## src/rtl/eth_frame_serializer.sv

```systemverilog
// eth_frame_serializer: turns a byte stream into a framed serial line.
// A frame is preamble, SFD, payload, zero pad up to MIN_LEN, and a CRC-32 FCS.
// The frame goes out LANES bits per clock, and a quiet inter-frame gap follows.
module eth_frame_serializer #(
   parameter int LANES        = 1,
   parameter int PREAMBLE_LEN = 7,
   parameter int IFG_LEN      = 12,
   parameter int MIN_LEN      = 60,
   parameter int FCS_EN       = 1
) (
   input  logic             clock,
   input  logic             reset_n,
   input  logic [7:0]       in_data,
   input  logic             in_valid,
   input  logic             in_last,
   output logic             in_ready,
   output logic [LANES-1:0] tx_data,
   output logic             tx_en,
   output logic             busy,
   output logic             frame_done,
   output logic             underrun
);

   localparam int          SLICES   = 8 / LANES;
   localparam logic [2:0]  SL_LAST  = 3'(SLICES - 1);
   localparam logic [11:0] PRE_LAST = 12'(PREAMBLE_LEN - 1);
   localparam logic [11:0] IFG_LAST = 12'(IFG_LEN * SLICES - 1);
   localparam logic [15:0] MIN_L    = 16'(MIN_LEN);

   typedef enum logic [2:0] {IDLE, PREAMBLE, SFD, PAYLOAD, PAD, FCS, IFG} state_t;

   state_t      state_q, state_d;
   logic [7:0]  sh_q, sh_d;        // byte on the line; the low LANES bits are the current slice
   logic [2:0]  slice_q, slice_d;
   logic [11:0] cnt_q, cnt_d;      // preamble / FCS byte index, or IFG cycle count
   logic [15:0] len_q, len_d;      // payload + pad bytes, saturating
   logic [31:0] crc_q, crc_d;      // running CRC; reused as the FCS byte shifter in FCS
   logic        last_q, last_d;    // byte on the line is the final payload byte
   logic        in_ready_q, tx_en_q, busy_q, done_q, urun_q;
   logic        done_d, urun_d, tail, start;

   function automatic logic [31:0] crc_byte(input logic [31:0] c, input logic [7:0] b);
      logic [31:0] r;
      r = c ^ {24'd0, b};
      for (int i = 0; i < 8; i++) r = r[0] ? ((r >> 1) ^ 32'hEDB88320) : (r >> 1);
      return r;
   endfunction

   function automatic logic [15:0] sat_inc(input logic [15:0] v);
      return (v == 16'hFFFF) ? v : v + 16'd1;
   endfunction

   // next-state: slice shifting, byte sequencing, handshakes and frame tail
   always_comb begin
      state_d = state_q;
      sh_d    = sh_q;
      slice_d = slice_q;
      cnt_d   = cnt_q;
      len_d   = len_q;
      crc_d   = crc_q;
      last_d  = last_q;
      done_d  = 1'b0;
      urun_d  = 1'b0;
      tail    = 1'b0;
      start   = 1'b0;
      case (state_q)
         IDLE: start = in_valid;
         IFG: begin
            if (cnt_q == IFG_LAST) begin
               state_d = IDLE;
               start   = in_valid;   // back-to-back: no idle cycle in between
            end else begin
               cnt_d = cnt_q + 12'd1;
            end
         end
         default: begin
            if (slice_q != SL_LAST) begin
               sh_d    = 8'(sh_q >> LANES);
               slice_d = slice_q + 3'd1;
            end else begin
               slice_d = 3'd0;
               case (state_q)
                  PREAMBLE: begin
                     if (cnt_q == PRE_LAST) begin
                        state_d = SFD;
                        sh_d    = 8'hD5;
                        cnt_d   = 12'd0;
                     end else begin
                        sh_d  = 8'h55;
                        cnt_d = cnt_q + 12'd1;
                     end
                  end
                  FCS: begin
                     if (cnt_q == 12'd3) begin
                        state_d = IFG;
                        sh_d    = 8'h00;
                        cnt_d   = 12'd0;
                        done_d  = 1'b1;
                     end else begin
                        sh_d  = crc_q[7:0];
                        crc_d = {8'd0, crc_q[31:8]};
                        cnt_d = cnt_q + 12'd1;
                     end
                  end
                  PAD: tail = 1'b1;
                  default: begin   // SFD or PAYLOAD, last slice of the byte
                     if (state_q == PAYLOAD && last_q) begin
                        tail = 1'b1;
                     end else if (in_valid) begin
                        state_d = PAYLOAD;
                        sh_d    = in_data;
                        len_d   = sat_inc(len_q);
                        crc_d   = crc_byte(crc_q, in_data);
                        last_d  = in_last;
                     end else begin
                        // source starved the line: cut the frame short
                        state_d = IFG;
                        sh_d    = 8'h00;
                        cnt_d   = 12'd0;
                        urun_d  = 1'b1;
                     end
                  end
               endcase
            end
         end
      endcase
      if (tail) begin
         if (len_q < MIN_L) begin
            state_d = PAD;
            sh_d    = 8'h00;
            len_d   = sat_inc(len_q);
            crc_d   = crc_byte(crc_q, 8'h00);
         end else if (FCS_EN != 0) begin
            state_d = FCS;
            sh_d    = ~crc_q[7:0];
            crc_d   = {8'd0, ~crc_q[31:8]};
            cnt_d   = 12'd0;
         end else begin
            state_d = IFG;
            sh_d    = 8'h00;
            cnt_d   = 12'd0;
            done_d  = 1'b1;
         end
      end
      if (start) begin
         state_d = PREAMBLE;
         sh_d    = 8'h55;
         slice_d = 3'd0;
         cnt_d   = 12'd0;
         len_d   = 16'd0;
         crc_d   = 32'hFFFFFFFF;
         last_d  = 1'b0;
      end
   end

   // state and registered outputs, all derived from the next state
   always_ff @(posedge clock or negedge reset_n) begin
      if (!reset_n) begin
         state_q    <= IDLE;
         sh_q       <= 8'h00;
         slice_q    <= 3'd0;
         cnt_q      <= 12'd0;
         len_q      <= 16'd0;
         crc_q      <= 32'hFFFFFFFF;
         last_q     <= 1'b0;
         in_ready_q <= 1'b0;
         tx_en_q    <= 1'b0;
         busy_q     <= 1'b0;
         done_q     <= 1'b0;
         urun_q     <= 1'b0;
      end else begin
         state_q    <= state_d;
         sh_q       <= sh_d;
         slice_q    <= slice_d;
         cnt_q      <= cnt_d;
         len_q      <= len_d;
         crc_q      <= crc_d;
         last_q     <= last_d;
         in_ready_q <= ((state_d == SFD) || (state_d == PAYLOAD && !last_d)) && (slice_d == SL_LAST);
         tx_en_q    <= (state_d != IDLE) && (state_d != IFG);
         busy_q     <= (state_d != IDLE);
         done_q     <= done_d;
         urun_q     <= urun_d;
      end
   end

   assign tx_data    = sh_q[LANES-1:0];
   assign in_ready   = in_ready_q;
   assign tx_en      = tx_en_q;
   assign busy       = busy_q;
   assign frame_done = done_q;
   assign underrun   = urun_q;

endmodule
```

## config.mk

```make
export PLATFORM = sky130hd
export DESIGN_NAME = eth_frame_serializer
export DESIGN_NICKNAME = d
export VERILOG_FILES = /design/src/rtl/eth_frame_serializer.sv
export SDC_FILE = /design/constraint.sdc
export NUM_CORES = 1
export LEC_CHECK = 0
export ABC_AREA = 1
export BUFFER_PORTS_ARGS = -buffer_cell sky130_fd_sc_hd__buf_2
export CAP_MARGIN = 20
export CORE_AREA = 2 2 110 112
export CTS_BUF_LIST = sky130_fd_sc_hd__clkbuf_16
export CTS_CLUSTER_DIAMETER = 200
export DETAILED_ROUTE_END_ITERATION = 10
export DIE_AREA = 0 0 112 114
export PLACE_DENSITY_LB_ADDON = 0.12
export RECOVER_POWER = 100
export SYNTH_ARGS = -nofsm -noshare
export SYNTH_HDL_FRONTEND = slang
export SYNTH_SLANG_ARGS = --single-unit
```

## constraint.sdc

```tcl
create_clock -name clock -period 2.2 [get_ports clock]
set_input_delay 0 -clock clock [delete_from_list [all_inputs] [get_ports clock]]
set_output_delay 0 -clock clock [all_outputs]
set_load 0.01 [all_outputs]
```

# --- Yosys cells after proc, flatten, opt, wreduce, memory -nomap -nowiden ---
# Index checks and enable logic that the tools add are counted.
totals:
  latchBits: 0
  inputBits: 12
  wordCells: 161
  n_memories: 0
  mem_bits_ro: 0
  reg_bits: 80
  ramBits: 0
  output_inout_bits: 6
classes:
  n_bitwise: 19
  eq_ne: 21
  shift: 0
  magnitude_cmp: 1
  n_addsub: 3
  reduce_logical: 15
  n_mul: 0
  n_div: 0
  n_mux: 90
op_table:
  columns: ["op", "n"]
  rows:
  - ["2-to-1 mux 32 bit", 24]
  - ["NOT 13 -> 14 bit", 16]
  - ["2-to-1 mux 16 bit", 9]
  - ["2-to-1 mux 12 bit", 9]
  - ["2-to-1 mux 8 bit", 9]
  - ["one-hot mux 32 bit (2 select lines)", 1]
  - ["one-hot mux 12 bit (3 select lines)", 1]
  - ["2-to-1 mux 3 bit", 11]
  - ["XOR 32 x 8 -> 32 bit", 1]
  - ["NOT 24 bit", 1]
  - ["one-hot mux 12 bit (2 select lines)", 1]
  - ["one-hot mux 8 bit (3 select lines)", 1]
  - ["2-to-1 mux 1 bit", 20]
  - ["adder 16 x 1 -> 16 bit, second input constant", 1]
  - ["equality test 16 bit, second input constant", 1]
  - ["< comparator 16 x 6 -> 1 bit, second input constant", 1]
  - ["adder 12 x 1 -> 12 bit, second input constant", 1]
  - ["equality test 12 x 2 -> 1 bit, second input constant", 1]
  - ["equality test 12 x 3 -> 1 bit, second input constant", 1]
  - ["equality test 12 x 7 -> 1 bit, second input constant", 1]
  - ["equality test 3 bit, second input constant", 4]
  - ["equality test 3 x 2 -> 1 bit, second input constant", 3]
  - ["!= test 3 bit, second input constant", 3]
  - ["one-hot mux 3 bit (3 select lines)", 1]
  - ["19 further kinds", 27]

# --- Logic depth before layout (Yosys ltp) ---
# Gate-level depths: netlist of run 1.
logic_depth:
  depth_word: 24
  mapped_depth: 15
  depth_no_buf: 14

# --- Least setup slack after synthesis of run 1 ---
# OpenSTA, ideal clock, no wires.
synth_path:
  path_kind: "register -> register"
  from: "reg slice_q[0]"
  to: "reg tx_en_q, in the netlist tx_en"
  arrival_time_ns: 1.768
  setup_slack_ns: 0.313
  period_less_slack_ns: 1.887
  path_buffers: 2
  stages_incl_launch_ff: 11
  cell_sequence: "dfrtp_1 -> ha_1 -> ha_1 -> buf_2 -> inv_1 -> clkbuf_1 -> a21oi_1 -> a21oi_1 -> nand2_1 -> nor2_1 -> nor2_1"
synth_between:
  elab_chain_cells: 7
  elab_cells_between_ends: 10
  classes_between: "eq/ne: 2; mux: 6; reduce/logical: 2"
synth_lines:
  columns: ["element", "line_no", "rtl"]
  rows:
  - ["start: declaration", "34", "logic [2:0] slice_q, slice_d;"]
  - ["start signal: assignment", "174", "slice_q <= slice_d;"]
  - ["!= test 3 bit *", "77", "if (slice_q != SL_LAST) begin"]
  - ["2-to-1 mux 3 bit / 2-to-1 mux 1 bit (equally long branches)", "77", null]
  - ["one-hot mux 3 bit (2 select lines) / 2-to-1 mux 1 bit (equally long branches)", "66", "case (state_q)"]
  - ["2-to-1 mux 3 bit *", "127", "if (tail) begin"]
  - ["2-to-1 mux 3 bit *", "145", "if (start) begin"]
  - ["!= test 3 bit / nonzero test 3 bit (equally long branches)", "180", "tx_en_q <= (state_d != IDLE) && (state_d != IFG);"]
  - ["logical AND 1 bit *", "180", null]
  - ["end signal: assignment", "180", null]
  - ["end: declaration", "39", "logic in_ready_q, tx_en_q, busy_q, done_q, urun_q;"]
# Every way passes the cells marked *; elsewhere a longest branch is shown, timed or not.
# A chain may end at the register's enable or synchronous reset.

# --- Worst setup path in the final report of run 1 ---
layout_path:
  from: "reg crc_q[7]"
  to: "reg crc_q[8]"
layout_between:
  elab_chain_cells: 17
  elab_cells_between_ends: 27
  classes_between: "mux: 24; bitwise: 3"
layout_lines:
  columns: ["element", "line_no", "rtl"]
  rows:
  - ["start: declaration", "37", "logic [31:0] crc_q, crc_d;"]
  - ["start signal: assignment", "177", "crc_q <= crc_d;"]
  - ["XOR 32 x 8 -> 32 bit", "44", "r = c ^ {24'd0, b};"]
  - ["2-to-1 mux 32 bit", "45", "for (int i = 0; i < 8; i++) r = r[0] ? ((r >> 1) ^ 32'hEDB88320) : (r >> 1);"]
  - ["NOT 13 -> 14 bit (no line)", null, null]
  - ["2-to-1 mux 32 bit (7 in a row)", "45", null]
  - ["2-to-1 mux 32 bit", "109", "end else if (in_valid) begin"]
  - ["2-to-1 mux 32 bit", "107", "if (state_q == PAYLOAD && last_q) begin"]
  - ["one-hot mux 32 bit (2 select lines)", "82", "case (state_q)"]
  - ["2-to-1 mux 32 bit", "77", null]
  - ["2-to-1 mux 32 bit", "66", null]
  - ["2-to-1 mux 32 bit *", "127", null]
  - ["2-to-1 mux 32 bit *", "145", null]
# Every way passes the cells marked *; elsewhere a longest branch is shown, timed or not. The select of a mux whose other input is x is not followed.

==> impl_metrics.toml, run 1 <==
[outcome]
status = "complete, but fails checks"
violations = "max-capacitance violations, max-slew violations"

[hold_path]
holdPathStages = 5
min_from = "in_data[7]"
hold_end = "sh_q[7]"
hold_class = "in -> reg"

[timing]
hold_ws_ns = 0.124
finalSetupTns_ns = 0
timing.final.crit_period_ns = 2.14
setup_ws_ns = 0.0602
fmax_mhz = 467
fin_crit_sh = 0.973
fin_worst_skew_ns = 0.00712
slew_headroom = -0.0720
tightest_slew_ns = 1.61
finalSetupViolCount = 0
finalHoldViolCount = 0
drv_slew = 64

[detailed_routing]
routed_wl_um = 23300
routed-via-count = 8047
drt-pass1-iter-count = 5
viasPerCell = 5.73
post_drt_wl_per_cell_um = 16.6
antenna_left = 0
drc = 0
drt_iter0_drc = 769

[critical_path]
cp_slowest_cell = "dfstp_2"
r2r-end = "crc_q[8]"
ff2ff_path_depth = 9
critPathArrivalTime_ns = 2.42
cp-start-kind = "flop"
path_class = "reg -> reg"
r2r_start = "crc_q[7]"
endpoint_kind = "flop"
cp_cell_sequence = "xor2_1, nand2_1, nand2_1, nor2_1, o21ai_0, buf_4, nand3_1, a21oi_1, nor2_1"
crit_required_ns = 2.48
cp_max_fo = 8
ff2ff_setup_slack_ns = 0.06
crit_path_max_incr_delay_ns = 0.69

[floorplan]
dieArea_mm2 = 0.0128
die_w_um = 112
io_pins = 18
core_mm2 = 0.0117
start_util = 0.621
dieHeight_um = 114
row_count = 40

[yosys]
ys_types = 43
ys_seq_area_frac = 0.281
synth_nets = 1198
synth_edf_count = 0
syn_inst = 1181
yosysTopAreaCellShare = 0.212
synth_common_cells = "nand2_1, nor2_1, inv_1, nand3_1, o21ai_0"
synth_ff_type = "dfrtp_1"
syn_avg_cell_area_um2 = 6.16
yosys.cell_count.top_type = "nand2_1"
synth_seq_cells = 80
synth_area_mm2 = 0.00727
synth_area_leaders = "nand2_1, dfrtp_1, dfstp_2"
synthArstFlopShare = 1.00
synth.largest_area_cell = "nand2_1"
ys.warnings.count = 0

[final_layout]
fin_area_mm2 = 0.00832
nets = 1270
layout-drive-gt1-share = 0.155
n_antenna_cell = 0
areaGrowthSynthToFinish_pct = 14.4
fillCellCount = 1065
utilization = 0.711

[global_route]
antenna_found_initial = 0
grt_use_total = 0.369
grt_start_max_net_pins = 64
grt_pass1_wl_um = 37100
overflow = 0
grt_pass1_vias = 7222

[place]
hpwlAfterDp_um = 17500
pre_cts_ws_ns = 0.0132
placed_area_mm2 = 0.00786
numPortBuffers = 17
place.gp.congestion = 1.04

[cts]
cts.sinks = 80
cts_buffers = 9
worstSkewPairLatency_ns = 0.35
cts_tree = "built"
cts_root_buffer = "clkbuf_16"
clk_pin_slew_ns = 0.07
cts_max_level = 3
cts.path.max_buffers = 2

[power_and_ir_drop]
ir_drop_uv = 387
p_leak_nw = 4.40
powerDensity_mw_per_mm2 = 477

[run]
max_cap_viol_count = 1
report_power, final:
| group | internal, W | switching (W) |
|---|---|---|
| Clock | 0.000892 | 0.000684 |
| Sequential | 0.00152 | 0.0000389 |
| Combinational | 0.000291 | 0.000547 |
kinds of logic (layout without fill, tap and decap cells):
family	Yosys count	count (layout)	share of synthesized area
and+or+nand+nor	706	706	0.411
xor gates and xnor gates	66	66	0.0795
buffers and inverters	160	237	0.0951
AOI/OAI and AO/OA	164	164	0.125
DFF	80	80	0.281
adders and majority gates	5	5	0.00860
layer usage:
layer	routed length (um)	global-route usage	up-vias
li1	-	-	3890
met5	0	0	-
met2	9950	0.558	425
met4	850	0.152	0
met1	10000	0.523	3652
met3	2520	0.0670	80
worst max-delay path by stage:
stage / start / to / slack, ns / cells after the start
after CTS: cnt_q[8] / tx_en / 0.006 / 12
after floorplan: slice_q[0] / tx_en / 0.31 / 10
final: crc_q[7] / crc_q[8] / 0.06 / 9
after global placement: crc_q[0] / crc_q[29] / 0.09 / 13
after detailed placement: cnt_q[7] / tx_en / 0.01 / 12
after global routing: cnt_q[0] / crc_q[26] / -0.02 / 12
worst max-delay path: cells and delay by family, from the launching register on:
kind | cells | cell delay, ns
compound gates | 2 | 0.39
xor+xnor | 1 | 0.35
flops | 1 | 0.69
simple gates | 5 | 0.47
buf+inv | 1 | 0.17
cells in the final DEF (no fill, tap or decap), drive strengths merged, types with 5 or more instances in the layout:
cell type  instances
nand4              7
o22ai              6
clkinv             5
buf               81
clkbuf            18
ha                 5
o21ai             79
inv              129
dfrtp             48
nand3             88
nor3              14
xor2              41
o211ai             8
dfstp             32
nand2            425
xnor2             25
a21oi             61
nor2             161
flip-flops by register name, summed over array words and instances (netlist names):
| signal | count |
|---|---|
| crc_q | 32 |
| len_q | 16 |
| cnt_q | 12 |
| sh_q | 8 |
| slice_q | 3 |
| state_q | 3 |
| busy | 1 |
| frame_done | 1 |
| in_ready | 1 |
| last_q | 1 |
| tx_en | 1 |
| underrun | 1 |
layout make-up:
type                            count  area [um^2]  area share
Sequential cell                    80         2040       0.246
Clock buffer                        9          225      0.0271
Multi-Input combinational cell    941         4620       0.555
Timing Repair Buffer               92          682      0.0819
Clock inverter                      7         77.6     0.00932
Tap cell                          147          184      0.0221
Inverter                          129          492      0.0591
timing repair:
action,4_1_cts,5_1_grt
resized for setup,0,28
hold buffers,2,0
endpoints found under the setup margin,0,43
setup buffers,0,6
endpoints found under the hold margin,49,0
stage by stage:
step                std cells  power (W)
floorplan                1181    0.00211
global route             1405    0.00412
global placement         1381    0.00237
CTS                      1399    0.00395
detailed placement       1381    0.00238
finish                   1405    0.00397
(Power assumes the default switching activity.)
==> inputs of run 2 (changes only) <==
==> constraint.sdc (replaced) <==
create_clock -name clock -period 2.38 [get_ports clock]
set_input_delay 0 -clock clock [delete_from_list [all_inputs] [get_ports clock]]
set_output_delay 0 -clock clock [all_outputs]
set_load 0.01 [all_outputs]
==> impl_metrics.toml, run 2 (synthesis gave the netlist of run 1 again) <==
[cts]
cts_max_level = 3
cts_root_buffer = "clkbuf_16"
postCtsSetupBuffers = 0
clk_pin_slew_ns = 0.07
worstSkewPairLatency_ns = 0.36
cts.path.max_buffers = 2
cts.sinks = 80
cts_buffers = 9
cts_tree = "built"

[critical_path]
crit_path_max_incr_delay_ns = 0.41
path_class = "reg -> reg"
cp-start-kind = "flop"
cp_slowest_cell = "dfrtp_1"
ff2ff_setup_slack_ns = 0.11
crit_required_ns = 2.66
cp_max_fo = 12
critPathTopFamily = "simple AND/OR/NAND/NOR gates"
critPathArrivalTime_ns = 2.55
cp_cell_sequence = "ha_1, nand2_1, nor2_1, nand3_1, nand2_2, nand3_2, nand3_2, nand3_4, buf_4, a21oi_1, nor2_1"
endpoint_kind = "flop"
critPathBufInv = 1

[global_route]
grt_pass1_vias = 7077
grt_pass1_wl_um = 37100
grt_use_total = 0.366
antenna_found_initial = 0
grt_start_max_net_pins = 64
overflow = 0

[power_and_ir_drop]
ir_drop_uv = 471
powerDensity_mw_per_mm2 = 456
power.total_w = 0.00367
p_leak_nw = 4.29

[detailed_routing]
drt_iter0_drc = 990
drt-pass1-iter-count = 8
viasPerCell = 5.65
routed-via-count = 7817
antenna_left = 0
drc = 0
post_drt_wl_per_cell_um = 16.3
routed_wl_um = 22600

[final_layout]
utilization = 0.687
layout_common_cells = "nand2_1, nor2_1, inv_1"
layout-drive-gt1-share = 0.124
layout_commonest_cell = "nand2_1"
nets = 1248
n_antenna_cell = 0
areaGrowthSynthToFinish_pct = 10.6
fin_area_mm2 = 0.00805
largest_reg_flops = 32
reg.largest.list = "crc_q: 32 flops, len_q: 16 flops, cnt_q: 12 flops"
fillCellCount = 1077
regMostFlops = "crc_q"

[run]
max_cap_viol_count = 1

[outcome]
status = "complete, but fails checks"
violations = "max-capacitance violations, max-slew violations"

[timing]
finalSetupTns_ns = 0
fmax_mhz = 441
drv_slew = 64
fin_worst_skew_ns = 0.00861
tightest_slew_ns = 1.58
hold_ws_ns = 0.0193
rsz0062_at_grt = "no"
finalHoldViolCount = 0
fin_crit_sh = 0.953
slew_headroom = -0.0502
finalSetupViolCount = 0
timing.final.crit_period_ns = 2.27

[place]
numPortBuffers = 17
hpwlAfterDp_um = 16800
placed_area_mm2 = 0.00776
place.gp.congestion = 1.02

[floorplan]
core_mm2 = 0.0117
dieHeight_um = 114
io_pins = 18
start_util = 0.621
dieArea_mm2 = 0.0128
die_w_um = 112
row_count = 40

[hold_path]
hold_class = "in -> reg"
-- run 2: metal layers --
| layer | global-route usage | vias to the layer above | wire length, um |
|---|---|---|---|
| met4 | 0.138 | 0 | 723 |
| met3 | 0.0786 | 59 | 2640 |
| met2 | 0.548 | 432 | 9590 |
| met1 | 0.523 | 3482 | 9650 |
| li1 | - | 3844 | - |
| met5 | 0 | - | 0 |
-- run 2: worst paths after layout --
| check | start | end | cells past startpoint |
|---|---|---|---|
| setup / recovery | cnt_q[1] | crc_q[8] | 11 |
| hold / removal | in_last | last_q | 5 |
| setup reg to reg | cnt_q[1] | crc_q[8] | 11 |
| hold reg to reg | crc_q[9] | crc_q[9] | 2 |
| max in group asynchronous | reset_n | crc_q[30] | 3 |
| min in group asynchronous | reset_n | sh_q[1] | 2 |
-- run 2: what timing repair did --
item | in CTS | in global routing
setup endpoints to repair | 0 | 17
endpoints found under the hold margin | 48 | 0
hold buffers | 1 | 0
gates resized for setup | 0 | 8
-- run 2: tightest hold or removal path: cells and delay by family --
| kind | cells | cell delay [ns] |
|---|---|---|
| buf+inv | 2 | 0.14 |
| simple gates | 3 | 0.19 |
-- run 2: stage by stage --
stage | std cells | worst slack (ns)
floorplan | 1181 | 0.493
global placement | 1366 | 0.0467
detailed placement | 1366 | 0.0368
CTS | 1383 | 0.0237
global route | 1383 | 0.00120
finish | 1383 | 0.111
-- run 2: cell type report --
class                           instances  area [um^2]  area share
Inverter                              129          489      0.0608
Timing Repair Buffer                   70          485      0.0603
Clock inverter                          7         86.3      0.0107
Multi-Input combinational cell        941         4530       0.563
Tap cell                              147          184      0.0229
Sequential cell                        80         2040       0.254
Clock buffer                            9          225      0.0280
-- run 2: where the power goes --
part,total (W),internal [W],switching (W)
registers,0.00144,0.00140,0.0000385
clock network,0.00148,0.000837,0.000642
logic,0.000749,0.000254,0.000495
total,0.00367,0.00249,0.00118
==> inputs of run 3 (changes only) <==
--- a/config.mk
+++ b/config.mk
@@ -8,11 +8,11 @@
 export ABC_AREA = 1
 export BUFFER_PORTS_ARGS = -buffer_cell sky130_fd_sc_hd__buf_2
 export CAP_MARGIN = 20
-export CORE_AREA = 2 2 110 112
+export CORE_AREA = 2 2 115 117
 export CTS_BUF_LIST = sky130_fd_sc_hd__clkbuf_16
 export CTS_CLUSTER_DIAMETER = 200
 export DETAILED_ROUTE_END_ITERATION = 10
-export DIE_AREA = 0 0 112 114
+export DIE_AREA = 0 0 117 119
 export PLACE_DENSITY_LB_ADDON = 0.12
 export RECOVER_POWER = 100
 export SYNTH_ARGS = -nofsm -noshare
==> impl_metrics.toml, run 3 (synthesis gave the netlist of run 1 again) <==
[global_route]
grt_use_total = 0.357
grt_pass1_vias = 7380
grt_start_max_net_pins = 68
antenna_found_initial = 0
overflow = 0
grt_pass1_wl_um = 38400

[cts]
clk_pin_slew_ns = 0.07
cts_buffers = 9
worstSkewPairLatency_ns = 0.36
postCtsSetupBuffers = 0
cts.path.max_buffers = 2
cts_max_level = 3
cts.sinks = 80
cts_root_buffer = "clkbuf_16"
cts_tree = "built"

[detailed_routing]
routed_wl_um = 23900
antenna_left = 0
post_drt_wl_per_cell_um = 16.9
drc = 0
drt_iter0_drc = 850
viasPerCell = 5.63
drt-pass1-iter-count = 6
routed-via-count = 7951

[critical_path]
ff2ff_setup_slack_ns = 0.14
cp-startpoint = "cnt_q[8]"
cp_max_fo = 6
critPathArrivalTime_ns = 2.48
r2r-end = "tx_en"
ff2ff_path_depth = 12
endpoint_kind = "flop"
path_class = "reg -> reg"
crit_required_ns = 2.62
cp-start-kind = "flop"
r2r_start = "cnt_q[8]"
crit_path_end = "tx_en"

[run]
max_cap_viol_count = 1

[final_layout]
reg.largest.list = "crc_q: 32 flops, len_q: 16 flops, cnt_q: 12 flops"
layout-drive-gt1-share = 0.124
largest_reg_flops = 32
layout_commonest_cell = "nand2_1"
fillCellCount = 1259
n_antenna_cell = 0
multi_input_area_mm2 = 0.00454
fin_area_mm2 = 0.00808
stdcell_count = 1413
nets = 1249
layout_common_cells = "nand2_1, nor2_1, inv_1"
areaGrowthSynthToFinish_pct = 11.1
regArea_mm2 = 0.00204
regMostFlops = "crc_q"

[timing]
fin_crit_sh = 0.941
slew_headroom = -0.135
finalSetupViolCount = 0
tightest_slew_ns = 1.70
timing.final.crit_period_ns = 2.24
finalSetupTns_ns = 0
fin_worst_skew_ns = 0.00707
setup_ws_ns = 0.141
fmax_mhz = 447
drv_slew = 68
finalHoldViolCount = 0

[place]
hpwlAfterDp_um = 17600
dpl.cell_count = 1395
placed_area_mm2 = 0.00779
place.gp.congestion = 1.03
pre_cts_ws_ns = 0.0158
numPortBuffers = 17

[floorplan]
dieArea_mm2 = 0.0139
start_util = 0.565
die_w_um = 117
row_count = 42
io_pins = 18
dieHeight_um = 119
core_mm2 = 0.0129

[power_and_ir_drop]
powerDensity_mw_per_mm2 = 441
ir_drop_uv = 335
power.total_w = 0.00357
p_leak_nw = 4.28

[outcome]
violations = "max-capacitance violations, max-slew violations"
status = "complete, but fails checks"

[hold_path]
hold_class = "in -> reg"
[run 3: changes by cell type in the layout (fill, tap and decap cells not counted), moves of 2 or more]
cell | before | now
nor2_4 | 3 | 7
nor2_1 | 154 | 151
inv_4 | 0 | 2
clkinv_2 | 0 | 2
nand2_2 | 8 | 6
nand2_1 | 409 | 412
[run 3: worst min path at each step]
stage | start | to | cells after the start
global route | in_valid | last_q | 4
CTS | in_valid | last_q | 4
finish | in_valid | last_q | 4
global placement | reset_n | cnt_q[8] | 1
detailed placement | reset_n | cnt_q[8] | 1
floorplan | reset_n | busy | 0
[run 3: area by class of cell]
type                    instances  area share
clock buffers                   9      0.0279
well taps                     176      0.0272
repair buffers                 71      0.0627
flip-flops and latches         80       0.253
inverters                     129      0.0610
multi-input cells             941       0.562
clock inverters                 7     0.00681
[run 3: stage by stage]
stage               utilization  hold slack (ns)
finish                    0.628            0.101
global route              0.628            0.132
CTS                       0.629           0.0980
detailed placement        0.605            0.174
global placement          0.605            0.173
floorplan                     -           -0.296
[run 3: metal layers]
| layer | GRT usage | part of all wire | vias up |
|---|---|---|---|
| li1 | - | - | 3845 |
| met1 | 0.520 | 0.43 | 3616 |
| met2 | 0.525 | 0.44 | 412 |
| met3 | 0.0545 | 0.096 | 78 |
| met4 | 0.150 | 0.035 | 0 |
| met5 | 0 | 0 | - |
[run 3: repair_timing]
action	CTS	global route
resized for setup	2	4
setup endpoints to repair	2	4
hold buffers	2	0
endpoints found under the hold margin	49	0
pin swaps	0	1
[run 3: critical path, cell delays in order (launching register included)]
cell and delay, ns:
dfrtp_1 0.44, nor2_1 0.14, nand2_1 0.11, nor2_2 0.21
nand2_1 0.10, nand2_2 0.15, nand2_2 0.15, inv_1 0.17
nand2_1 0.11, a21oi_2 0.23, nand2_1 0.10, nor2_1 0.16
nor2_1 0.06
[run 3: where the power goes]
part | switching (W) | total, W | internal [W]
clock network | 0.000648 | 0.00137 | 0.000720
logic | 0.000500 | 0.000756 | 0.000256
registers | 0.0000398 | 0.00144 | 0.00140
